--- src/rtl/pic_pkg.sv ---
// rtl/pic_pkg.sv - shared encodings and helpers for the 8259 interrupt sequencer
package pic_pkg;

  localparam int NUM_IR = 8;

  // OCW2 R/SL/EOI command field
  localparam logic [2:0] ROT_AEOI_CLR = 3'b000;
  localparam logic [2:0] EOI_NS       = 3'b001;
  localparam logic [2:0] EOI_SP       = 3'b011;
  localparam logic [2:0] ROT_AEOI_SET = 3'b100;
  localparam logic [2:0] ROT_NS       = 3'b101;
  localparam logic [2:0] SET_PRI      = 3'b110;
  localparam logic [2:0] ROT_SP       = 3'b111;

  typedef enum logic [1:0] {
    ST_IDLE  = 2'd0,
    ST_ACK1  = 2'd1,
    ST_WAIT2 = 2'd2,
    ST_ACK2  = 2'd3
  } pic_state_t;

  // Position of a level in the current rotation; 0 is the highest priority.
  function automatic logic [2:0] prio_rank(input logic [2:0] lvl, input logic [2:0] lp);
    return lvl - lp - 3'd1;
  endfunction

endpackage

--- src/rtl/priority_resolver.sv ---
// rtl/priority_resolver.sv - finds the first set request scanning from lp+1 around to lp
module priority_resolver
  import pic_pkg::*;
(
  input  logic [7:0] req,
  input  logic [2:0] lp,
  output logic       found,
  output logic [2:0] level
);

  always_comb begin
    found = 1'b0;
    level = 3'd0;
    // i = NUM_IR wraps back to lp itself, which is the lowest priority
    for (int i = 1; i <= NUM_IR; i++) begin
      if (!found && req[lp + 3'(i)]) begin
        found = 1'b1;
        level = lp + 3'(i);
      end
    end
  end

endmodule

--- src/rtl/interrupt_sequencer.sv ---
// rtl/interrupt_sequencer.sv - 8259 IRR/ISR scheduling, INTA handshake and OCW2 handling
module interrupt_sequencer
  import pic_pkg::*;
#(
  parameter int SPURIOUS_LVL = 7
) (
  input  logic       clk,
  input  logic       rst,
  input  logic [7:0] ir,
  input  logic [7:0] maskreg,
  input  logic [4:0] vector_base,
  input  logic       AEOI,
  input  logic       ocw2_valid,
  input  logic [2:0] R_SL_EOI,
  input  logic [2:0] ocw2_level,
  input  logic       INTA,
  output logic       INT,
  output logic [7:0] vector_out,
  output logic       vector_valid,
  output logic [7:0] irr,
  output logic [7:0] isr
);

  logic [7:0] ir_q;
  logic       inta_q;
  pic_state_t state;
  logic [2:0] lp;
  logic [2:0] lvl;
  logic       spurious;
  logic       rot_aeoi;

  logic       inta_fall;
  logic       inta_rise;
  logic [7:0] eligible;
  logic       elig_found;
  logic [2:0] elig_lvl;
  logic       isr_found;
  logic [2:0] isr_top;
  logic       win;
  logic [7:0] ack_set;
  logic       aeoi_done;
  logic [7:0] eoi_clr;
  logic       ocw_lp_we;
  logic [2:0] ocw_lp_val;

  assign inta_fall = inta_q & ~INTA;
  assign inta_rise = ~inta_q & INTA;
  assign eligible  = irr & ~maskreg;

  priority_resolver u_irr_res (
    .req   (eligible),
    .lp    (lp),
    .found (elig_found),
    .level (elig_lvl)
  );

  priority_resolver u_isr_res (
    .req   (isr),
    .lp    (lp),
    .found (isr_found),
    .level (isr_top)
  );

  // Fully nested: a request must strictly outrank everything in service
  assign win = elig_found &&
               (!isr_found || (prio_rank(elig_lvl, lp) < prio_rank(isr_top, lp)));

  assign ack_set   = ((state == ST_IDLE) && inta_fall && win) ? (8'b1 << elig_lvl) : 8'b0;
  assign aeoi_done = (state == ST_ACK2) && inta_rise && AEOI && !spurious;

  always_comb begin
    eoi_clr    = 8'b0;
    ocw_lp_we  = 1'b0;
    ocw_lp_val = ocw2_level;
    if (ocw2_valid) begin
      case (R_SL_EOI)
        EOI_NS: begin
          if (isr_found) eoi_clr[isr_top] = 1'b1;
        end
        EOI_SP: begin
          eoi_clr[ocw2_level] = 1'b1;
        end
        ROT_NS: begin
          if (isr_found) begin
            eoi_clr[isr_top] = 1'b1;
            ocw_lp_we        = 1'b1;
            ocw_lp_val       = isr_top;
          end
        end
        ROT_SP: begin
          if (isr_found) begin
            eoi_clr[ocw2_level] = 1'b1;
            ocw_lp_we           = 1'b1;
          end
        end
        SET_PRI: begin
          ocw_lp_we = 1'b1;
        end
        default: ;
      endcase
    end
    if (aeoi_done) eoi_clr[lvl] = 1'b1;
  end

  always_ff @(posedge clk or posedge rst) begin
    if (rst) begin
      ir_q     <= 8'b0;
      inta_q   <= 1'b1;
      irr      <= 8'b0;
      isr      <= 8'b0;
      INT      <= 1'b0;
      lp       <= 3'd7;
      rot_aeoi <= 1'b0;
    end else begin
      ir_q   <= ir;
      inta_q <= INTA;
      // A new edge on the level being acknowledged is consumed by the ack
      irr    <= (irr | (ir & ~ir_q)) & ~ack_set;
      isr    <= (isr & ~eoi_clr) | ack_set;
      INT    <= win && (state == ST_IDLE) && !inta_fall;
      if (ocw_lp_we)
        lp <= ocw_lp_val;
      else if (aeoi_done && rot_aeoi)
        lp <= lvl;
      if (ocw2_valid && (R_SL_EOI == ROT_AEOI_SET))
        rot_aeoi <= 1'b1;
      else if (ocw2_valid && (R_SL_EOI == ROT_AEOI_CLR))
        rot_aeoi <= 1'b0;
    end
  end

  always_ff @(posedge clk or posedge rst) begin
    if (rst) begin
      state        <= ST_IDLE;
      lvl          <= 3'd0;
      spurious     <= 1'b0;
      vector_out   <= 8'b0;
      vector_valid <= 1'b0;
    end else begin
      case (state)
        ST_IDLE: begin
          if (inta_fall) begin
            state    <= ST_ACK1;
            lvl      <= win ? elig_lvl : 3'(SPURIOUS_LVL);
            spurious <= !win;
          end
        end
        ST_ACK1: begin
          if (inta_rise) state <= ST_WAIT2;
        end
        ST_WAIT2: begin
          if (inta_fall) begin
            state        <= ST_ACK2;
            vector_out   <= {vector_base, lvl};
            vector_valid <= 1'b1;
          end
        end
        ST_ACK2: begin
          if (inta_rise) begin
            state        <= ST_IDLE;
            vector_valid <= 1'b0;
          end
        end
        default: state <= ST_IDLE;
      endcase
    end
  end

endmodule

--- config.mk ---
export PLATFORM = sky130hd
export DESIGN_NAME = interrupt_sequencer
export DESIGN_NICKNAME = d
export VERILOG_FILES = /design/src/rtl/pic_pkg.sv /design/src/rtl/priority_resolver.sv /design/src/rtl/interrupt_sequencer.sv
export SDC_FILE = /design/constraint.sdc
export NUM_CORES = 1
export LEC_CHECK = 0
export CORE_AREA = 2 2 90 92
export CTS_CLUSTER_SIZE = 25
export DETAILED_ROUTE_END_ITERATION = 7
export DIE_AREA = 0 0 92 94
export PLACE_DENSITY = 0.83
export SLEW_MARGIN = 15
export SYNTH_ARGS = -nofsm -noshare
export SYNTH_HDL_FRONTEND = slang
export SYNTH_SLANG_ARGS = --single-unit
--- constraint.sdc ---
create_clock -name clk -period 6.8 [get_ports clk]
set_input_delay 1.36 -clock clk [delete_from_list [all_inputs] [get_ports clk]]
set_output_delay 1.36 -clock clk [all_outputs]
set_load 0.1 [all_outputs]
# [Word-level counts from Yosys, hierarchy flattened]
# Cells that the tools add are included.
# W data, S select, Z words.
[word_totals] register_bits=45 elab_cells=220 out_inout_bits=26 input_bits=32
[op_classes] bitwise=15 addsub=11 shift=1 n_reduce_logical=58 eq_ne=13 muxes=95 n_lt_le_gt_ge=15
[op_table] op="$mux W3" n=22
[op_table] op="$bmux W1 S3" n=16
[op_table] op="$lt A3 B4 Y1 const B" n=11
[op_table] op="$mux W1" n=41
[op_table] op="$mux W8" n=5
[op_table] op="$and A8 B8 Y8" n=4
[op_table] op="$not A8 Y8" n=4
[op_table] op="$logic_and A1 B1 Y1" n=28
[op_table] op="$or A8 B8 Y8" n=3
[op_table] op="$pmux W8 S3" n=1
[op_table] op="$logic_not A1 Y1" n=18
[op_table] op="$add A3 B3 Y3 const B" n=4
[op_table] op="$eq A3 B3 Y1 const B" n=4
[op_table] op="$demux W1 S3" n=3
[op_table] op="$ge A3 B1 Y1 const B" n=3
[op_table] op="$mux W2" n=4
[op_table] op="$ne A2 B2 Y1 const B" n=4
[op_table] op="$pmux W2 S4" n=1
[op_table] op="$shl A1 B3 Y8 const A" n=1
[op_table] op="$add A3 B2 Y3 const B" n=2
[op_table] op="$reduce_bool A2 Y1" n=3
[op_table] op="$sub A3 B1 Y3 const B" n=2
[op_table] op="$sub A3 B3 Y3" n=2
[op_table] op="$eq A2 B2 Y1 const B" n=2
[op_table] op="other kinds (15)" n=20

# [Longest topological paths before layout]
[depth] ltp_word=37 depth_mapped=22 ltp_nobuf=18

# [Cells and area by module]
# A second synthesis with hierarchy kept.
[unflattened] cells_unflattened=415 area_unflattened_um2=3982.6
[modules_own_cells] module="interrupt_sequencer" n_inst=1 area_per_inst_um2=2411.1 cells_each=229 seq_area_each_um2=1131.1
[modules_own_cells] module="priority_resolver" n_inst=2 area_per_inst_um2=785.8 cells_each=93 seq_area_each_um2=0.0

# [Least setup slack after synthesis]
# Ideal clock, no wire load.
[synth_path] kind="register to register" startpoint="reg lp[1]" endpoint="reg irr[0]" stages_incl_launch_ff=23 path_buffers=5 period_less_slack_ns=5.389 arrival_ns=5.235 path_slack_ns=1.411 setup_ns=0.154 required_time_ns=6.646 cell_sequence="dfstp_2 > buf_2 > buf_4 > inv_2 > clkbuf_1 > ha_1 > clkbuf_1 > inv_1 > clkbuf_1 > mux4_2 > o31a_1 > o21a_1 > o32ai_2 > inv_1 > ha_1 > fa_1 > ha_1 > a21o_1 > a21oi_1 > o22ai_2 > nor2_2 > and3b_1 > a21oi_1"
[synth_via] elab_chain_len=34 word_cells_on_any_way=112 cone_classes="11 x add/sub; 1 x order compare; 1 x shift; 65 x mux; 2 x bitwise; 32 x reduce/logical"
[synth_rtl] item="start: declaration" line_no="interrupt_sequencer.sv:27" text="logic [2:0] lp;"
[synth_rtl] item="start signal: assignment" line_no="interrupt_sequencer.sv:122" text="lp <= ocw_lp_val;"
[synth_rtl] item="start signal: assignment" line_no="interrupt_sequencer.sv:124" text="lp <= lvl;"
[synth_rtl] item="$add A3 B1 Y3" line_no="priority_resolver.sv:16, priority_resolver.sv:18"
[synth_rtl] item="$bmux W1 S3" line_no="priority_resolver.sv:16" text="if (!found && req[lp + 3'(i)]) begin"
[synth_rtl] item="$mux W1 (not written as such)" line_no="priority_resolver.sv:16"
[synth_rtl] item="$mux W1" line_no="priority_resolver.sv:16"
[synth_rtl] item="$logic_not A1 Y1" line_no="priority_resolver.sv:16"
[synth_rtl] item="$logic_and A1 B1 Y1" line_no="priority_resolver.sv:16"
[synth_rtl] item="$mux W1" line_no="priority_resolver.sv:16"
[synth_rtl] item="$logic_not A1 Y1" line_no="priority_resolver.sv:16"
[synth_rtl] item="[... 18 more ...]"
[synth_rtl] item="$sub A3 B1 Y3" line_no="pic_pkg.sv:24" text="return lvl - lp - 3'd1;"
[synth_rtl] item="$lt A3 B3 Y1" line_no="interrupt_sequencer.sv:66" text="(!isr_found || (prio_rank(elig_lvl, lp) < prio_rank(isr_top, lp)));"
[synth_rtl] item="$logic_or A1 B1 Y1" line_no="interrupt_sequencer.sv:66"
[synth_rtl] item="$logic_and A1 B1 Y1" line_no="interrupt_sequencer.sv:65" text="assign win = elig_found &&"
[synth_rtl] item="$logic_and A1 B1 Y1" line_no="interrupt_sequencer.sv:68" text="assign ack_set = ((state == ST_IDLE) && inta_fall && win) ? (8'b1 << elig_lvl) : 8'b0;"
[synth_rtl] item="$mux W8 (*)" line_no="interrupt_sequencer.sv:68"
[synth_rtl] item="$not A8 Y8 (*)" line_no="interrupt_sequencer.sv:118" text="irr <= (irr | (ir & ~ir_q)) & ~ack_set;"
[synth_rtl] item="$and A8 B8 Y8 (*)" line_no="interrupt_sequencer.sv:118"
[synth_rtl] item="end signal: assignment" line_no="interrupt_sequencer.sv:118"
[synth_rtl] item="end: declaration" line_no="interrupt_sequencer.sv:20" text="output logic [7:0] irr,"
# Every way passes the cells marked *; elsewhere a longest branch is shown, timed or not. The select of a mux whose other input is x is not followed.
# A chain may end at the register's enable or synchronous reset.

# [Final worst setup path]
[layout_path] startpoint="in maskreg[7]" endpoint="reg irr[5]"
[layout_via] elab_chain_len=35 word_cells_on_any_way=58 cone_classes="2 x add/sub; 1 x order compare; 1 x shift; 33 x mux; 4 x bitwise; 17 x reduce/logical"
[layout_rtl] item="start: declaration" line_no="interrupt_sequencer.sv:10" text="input logic [7:0] maskreg,"
[layout_rtl] item="$not A8 Y8 (*)" line_no="interrupt_sequencer.sv:48" text="assign eligible = irr & ~maskreg;"
[layout_rtl] item="$and A8 B8 Y8 (*)" line_no="interrupt_sequencer.sv:48"
[layout_rtl] item="$bmux W1 S3" line_no="priority_resolver.sv:16"
[layout_rtl] item="$mux W1 (not written as such)" line_no="priority_resolver.sv:16"
[layout_rtl] item="$mux W1" line_no="priority_resolver.sv:16"
[layout_rtl] item="$logic_not A1 Y1" line_no="priority_resolver.sv:16"
[layout_rtl] item="$logic_and A1 B1 Y1" line_no="priority_resolver.sv:16"
[layout_rtl] item="$mux W1" line_no="priority_resolver.sv:16"
[layout_rtl] item="[... 19 more ...]"
[layout_rtl] item="$sub A3 B1 Y3" line_no="pic_pkg.sv:24"
[layout_rtl] item="$lt A3 B3 Y1" line_no="interrupt_sequencer.sv:66"
[layout_rtl] item="$logic_or A1 B1 Y1" line_no="interrupt_sequencer.sv:66"
[layout_rtl] item="$logic_and A1 B1 Y1" line_no="interrupt_sequencer.sv:65"
[layout_rtl] item="$logic_and A1 B1 Y1" line_no="interrupt_sequencer.sv:68"
[layout_rtl] item="$mux W8 (*)" line_no="interrupt_sequencer.sv:68"
[layout_rtl] item="$not A8 Y8 (*)" line_no="interrupt_sequencer.sv:118"
[layout_rtl] item="$and A8 B8 Y8 (*)" line_no="interrupt_sequencer.sv:118"
# Marked as above.

==> summary.txt <==
Timing
  • Final worst path period share: between 80% and 90%
  • Final hold vios: 0
  • Slew Limit Fails: 0
  • Worst slew margin: between 30% and 40%
  • Final setup viols: 0
  • Minimum clock period: about 5700 ps
  • Worst Clk Skew: between 5 and 6 ps
  • TNS Setup: 0 ps
  • Fmax: ~180 MHz
  • Worst Tran Pin Value: 990.0 ps
  • RSZ-0062 raised after global routing: no

Critical path
  • Critical Path End: irr[5]$_DFF_PP0_
  • Buf+Inv Stages, Crit Path: 3
  • CP Class: in -> reg
  • Endpoint class of the critical path: register
  • Critical Path Start: maskreg[7]
  • CP Depth: 18
  • Crit-path cells: clkdlybuf4s50_1 -> or3b_1 -> and2_1 -> mux4_2 -> a2111oi_2 -> o21ai_1 -> a41oi_1 -> o32ai_2 -> buf_4 -> inv_4 -> fa_1 -> ha_1 -> a21o_1 -> a21oi_1 -> o22ai_2 -> nor2_2 -> and3b_1 -> a21oi_1
  • CP most frequent cell: a21oi_1
  • FF-to-FF Start: lp[0]$_DFFE_PP1P_
  • Reg2Reg Capture Point: irr[5]$_DFF_PP0_
  • R2R depth: 17
  • Worst Path Required: 6980 ps
  • Worst path max stage delay: about 520 ps
  • Critical-path maximum fanout: 10
  • Critical path's slowest cell: mux4_2
  • R2r setup slk: 1600 ps
  • Critical path's top delay family: compound AO/OA/AOI/OAI gates
  • Critical Path AT: 5890 ps
  • Worst setup SP type: input pin

Routing
  • DR WL/cell: ~19 um
  • Routed vias: 4004
  • Vias per cell: ~6.6
  • Initial DRC count: 351
  • DRT antenna net count: 0
  • Number of remaining DRC errors: 0
  • Drt pass-1 iters: 5
  • Post-Route WL: between 10000 and 15000 um

Floorplan
  • Die area: about 8600 sq um
  • I/O pin count: 58
  • Die height: between 90 and 100 um
  • Initial Util: between 50% and 60%
  • DIE WIDTH: around 90 um
  • Core Area: approximately 7600 sq um
  • Row count: 32

Yosys
  • Top-count cell post-synth: dfrtp_1
  • Post-synthesis instance total: around 450
  • Most used DFF post-synth: dfrtp_1
  • Post-synth EDFFs: 0
  • Distinct cells, synth: 79
  • Mapped Area: 4304 sq um
  • Avg Inst Size Synth: 9.544 sq um
  • Sequential share of the synthesized area: between 20% and 30%
  • Synth top area share: 23.84%
  • Dominant cell type by area after synthesis: dfrtp_1
  • Area contributors post-synth: dfrtp_1, mux4_2, a21oi_1
  • Ys async rst share: 100.0%
  • Yosys reg bits: 45
  • Post-Syn Nets: 496
  • YS warnings: 0
  • Post-synth top cells: dfrtp_1, a21oi_1, nand2_1, nor2_1, mux4_2

Place
  • Port bufs: 57
  • Placer congestion estimate: 0.9452
  • Hpwl dp: 9037 um

Clock network
  • Clk pin slew, worst setup/hold paths: 80 ps
  • CTS root buf: clkbuf_8
  • Post-CTS Hold Buffers: 0
  • Clk sink count: 45
  • Cts repair resizes: 0
  • Later-pin clock latency in the skew report: roughly 300 ps
  • Clock Path Buffers: 2
  • Post-CTS setup buffer count: 0
  • # H-tree levels: 2
  • CTS tree: yes
  • Cts bufs inserted: 5

Finish
  • # nets final: roughly 550
  • Diodes inserted: 0
  • # fillers: around 620
  • Footprint of the multi-input gates: roughly 3000 sq um
  • Area Growth Syn to Fin: 17.47%
  • Share of cells above drive strength 1: 15.64%
  • Seq. cell area: about 1100 sq um

Global routing
  • Initial antenna violation count: 0
  • Vias in the first global route: ~4000
  • First-pass GRT wire length: just under 20000 um
  • Remaining global-route overflow: 0
  • Largest net degree at the start of global routing: 46
  • GRT Total Usage: between 20 and 30%

Flow run
  • Max-cap violations: 0

Hold path
  • Hold WC Path Type: reg -> reg

Outcome
  • Status: complete, no violations
==> flip-flops by register name, summed over array words and instances, names as in the netlist <==
name,cells
ir_q,8
irr,8
isr,8
vector_out,8
lp,3
lvl,3
state,2
INT,1
inta_q,1
rot_aeoi,1
spurious,1
vector_valid,1
==> cells in the final DEF, fill, tap and decap left out, types with 7 or more instances in the layout <==
master,synthesis,layout
a21oi_1,36,36
a31oi_1,8,8
and3_1,7,7
buf_4,3,8
clkdlybuf4s50_1,0,57
dfrtp_1,41,41
ha_1,11,11
inv_1,18,17
mux2_2,14,14
mux2i_1,16,16
mux4_2,23,23
nand2_1,35,35
nand2b_1,12,12
nand3_1,9,9
nor2_1,24,24
nor2b_1,13,13
nor3b_1,7,7
o21ai_0,20,20
o221ai_1,8,8
==> cell type report <==
type                       count  area share [%]
timing repair buffer          65           12.47
clock buffer                   5           1.361
multi-input combinational    365           59.14
tap                          102           2.524
inverter                      22           1.683
clock inverter                 3          0.4454
sequential                    45           22.37
==> metal layers <==
metal / wire length (um) / share of wire [%] / GRT usage (%) / vias to the layer above
met4: 233 / 2.0 / 8.582 / 0
met3: 850 / 7.3 / 3.692 / 24
met1: 4843 / 41 / 36.61 / 1940
met5: 0 / 0 / 0 / -
li1: - / - / - / 1849
met2: 5793 / 49 / 48.59 / 191
==> worst min path at each step <==
stage,endpoint,start,depth (start not counted),slack (ps)
floorplan,spurious$_DFFE_PP0P_,spurious$_DFFE_PP0P_,2,470
global placement,vector_valid$_DFFE_PP0P_,vector_valid$_DFFE_PP0P_,2,470
detailed placement,vector_out[0]$_DFFE_PP0P_,vector_out[0]$_DFFE_PP0P_,1,490
CTS,vector_out[0]$_DFFE_PP0P_,vector_out[0]$_DFFE_PP0P_,1,510
global route,vector_out[1]$_DFFE_PP0P_,vector_out[1]$_DFFE_PP0P_,1,540
finish,vector_out[0]$_DFFE_PP0P_,vector_out[0]$_DFFE_PP0P_,1,510
==> kinds of logic (layout without fill, tap and decap cells) <==
logic type | after synthesis | count (layout) | synth area share [%]
AO/OA/AOI/OAI | 133 | 133 | 21.83
XOR/XNOR | 5 | 5 | 1.628
adder cells (fa/ha/maj) | 13 | 13 | 4.128
buffers and inverters | 41 | 95 | 4.244
flip-flops | 45 | 45 | 26.28
multiplexers | 60 | 60 | 21.83
AND/OR/NAND/NOR | 154 | 154 | 20.06
==> through the flow <==
stage	hold slack (ps)	worst slack [ps]	cells	util, %	instance area, sq um
2_1_floorplan	467.2	1411	451	-	4304
3_3_place_gp	473.8	898.2	599	65.26	4965
3_5_place_dp	494.5	798.2	599	65.26	4965
4_1_cts	514.9	1107	607	66.46	5056
5_1_grt	539.9	787.1	607	66.46	5056
6_report	510.1	1095	607	66.46	5056
Power is not shown: default switching activity piles up to over one toggle a cycle in this logic, so the estimate is an artifact.
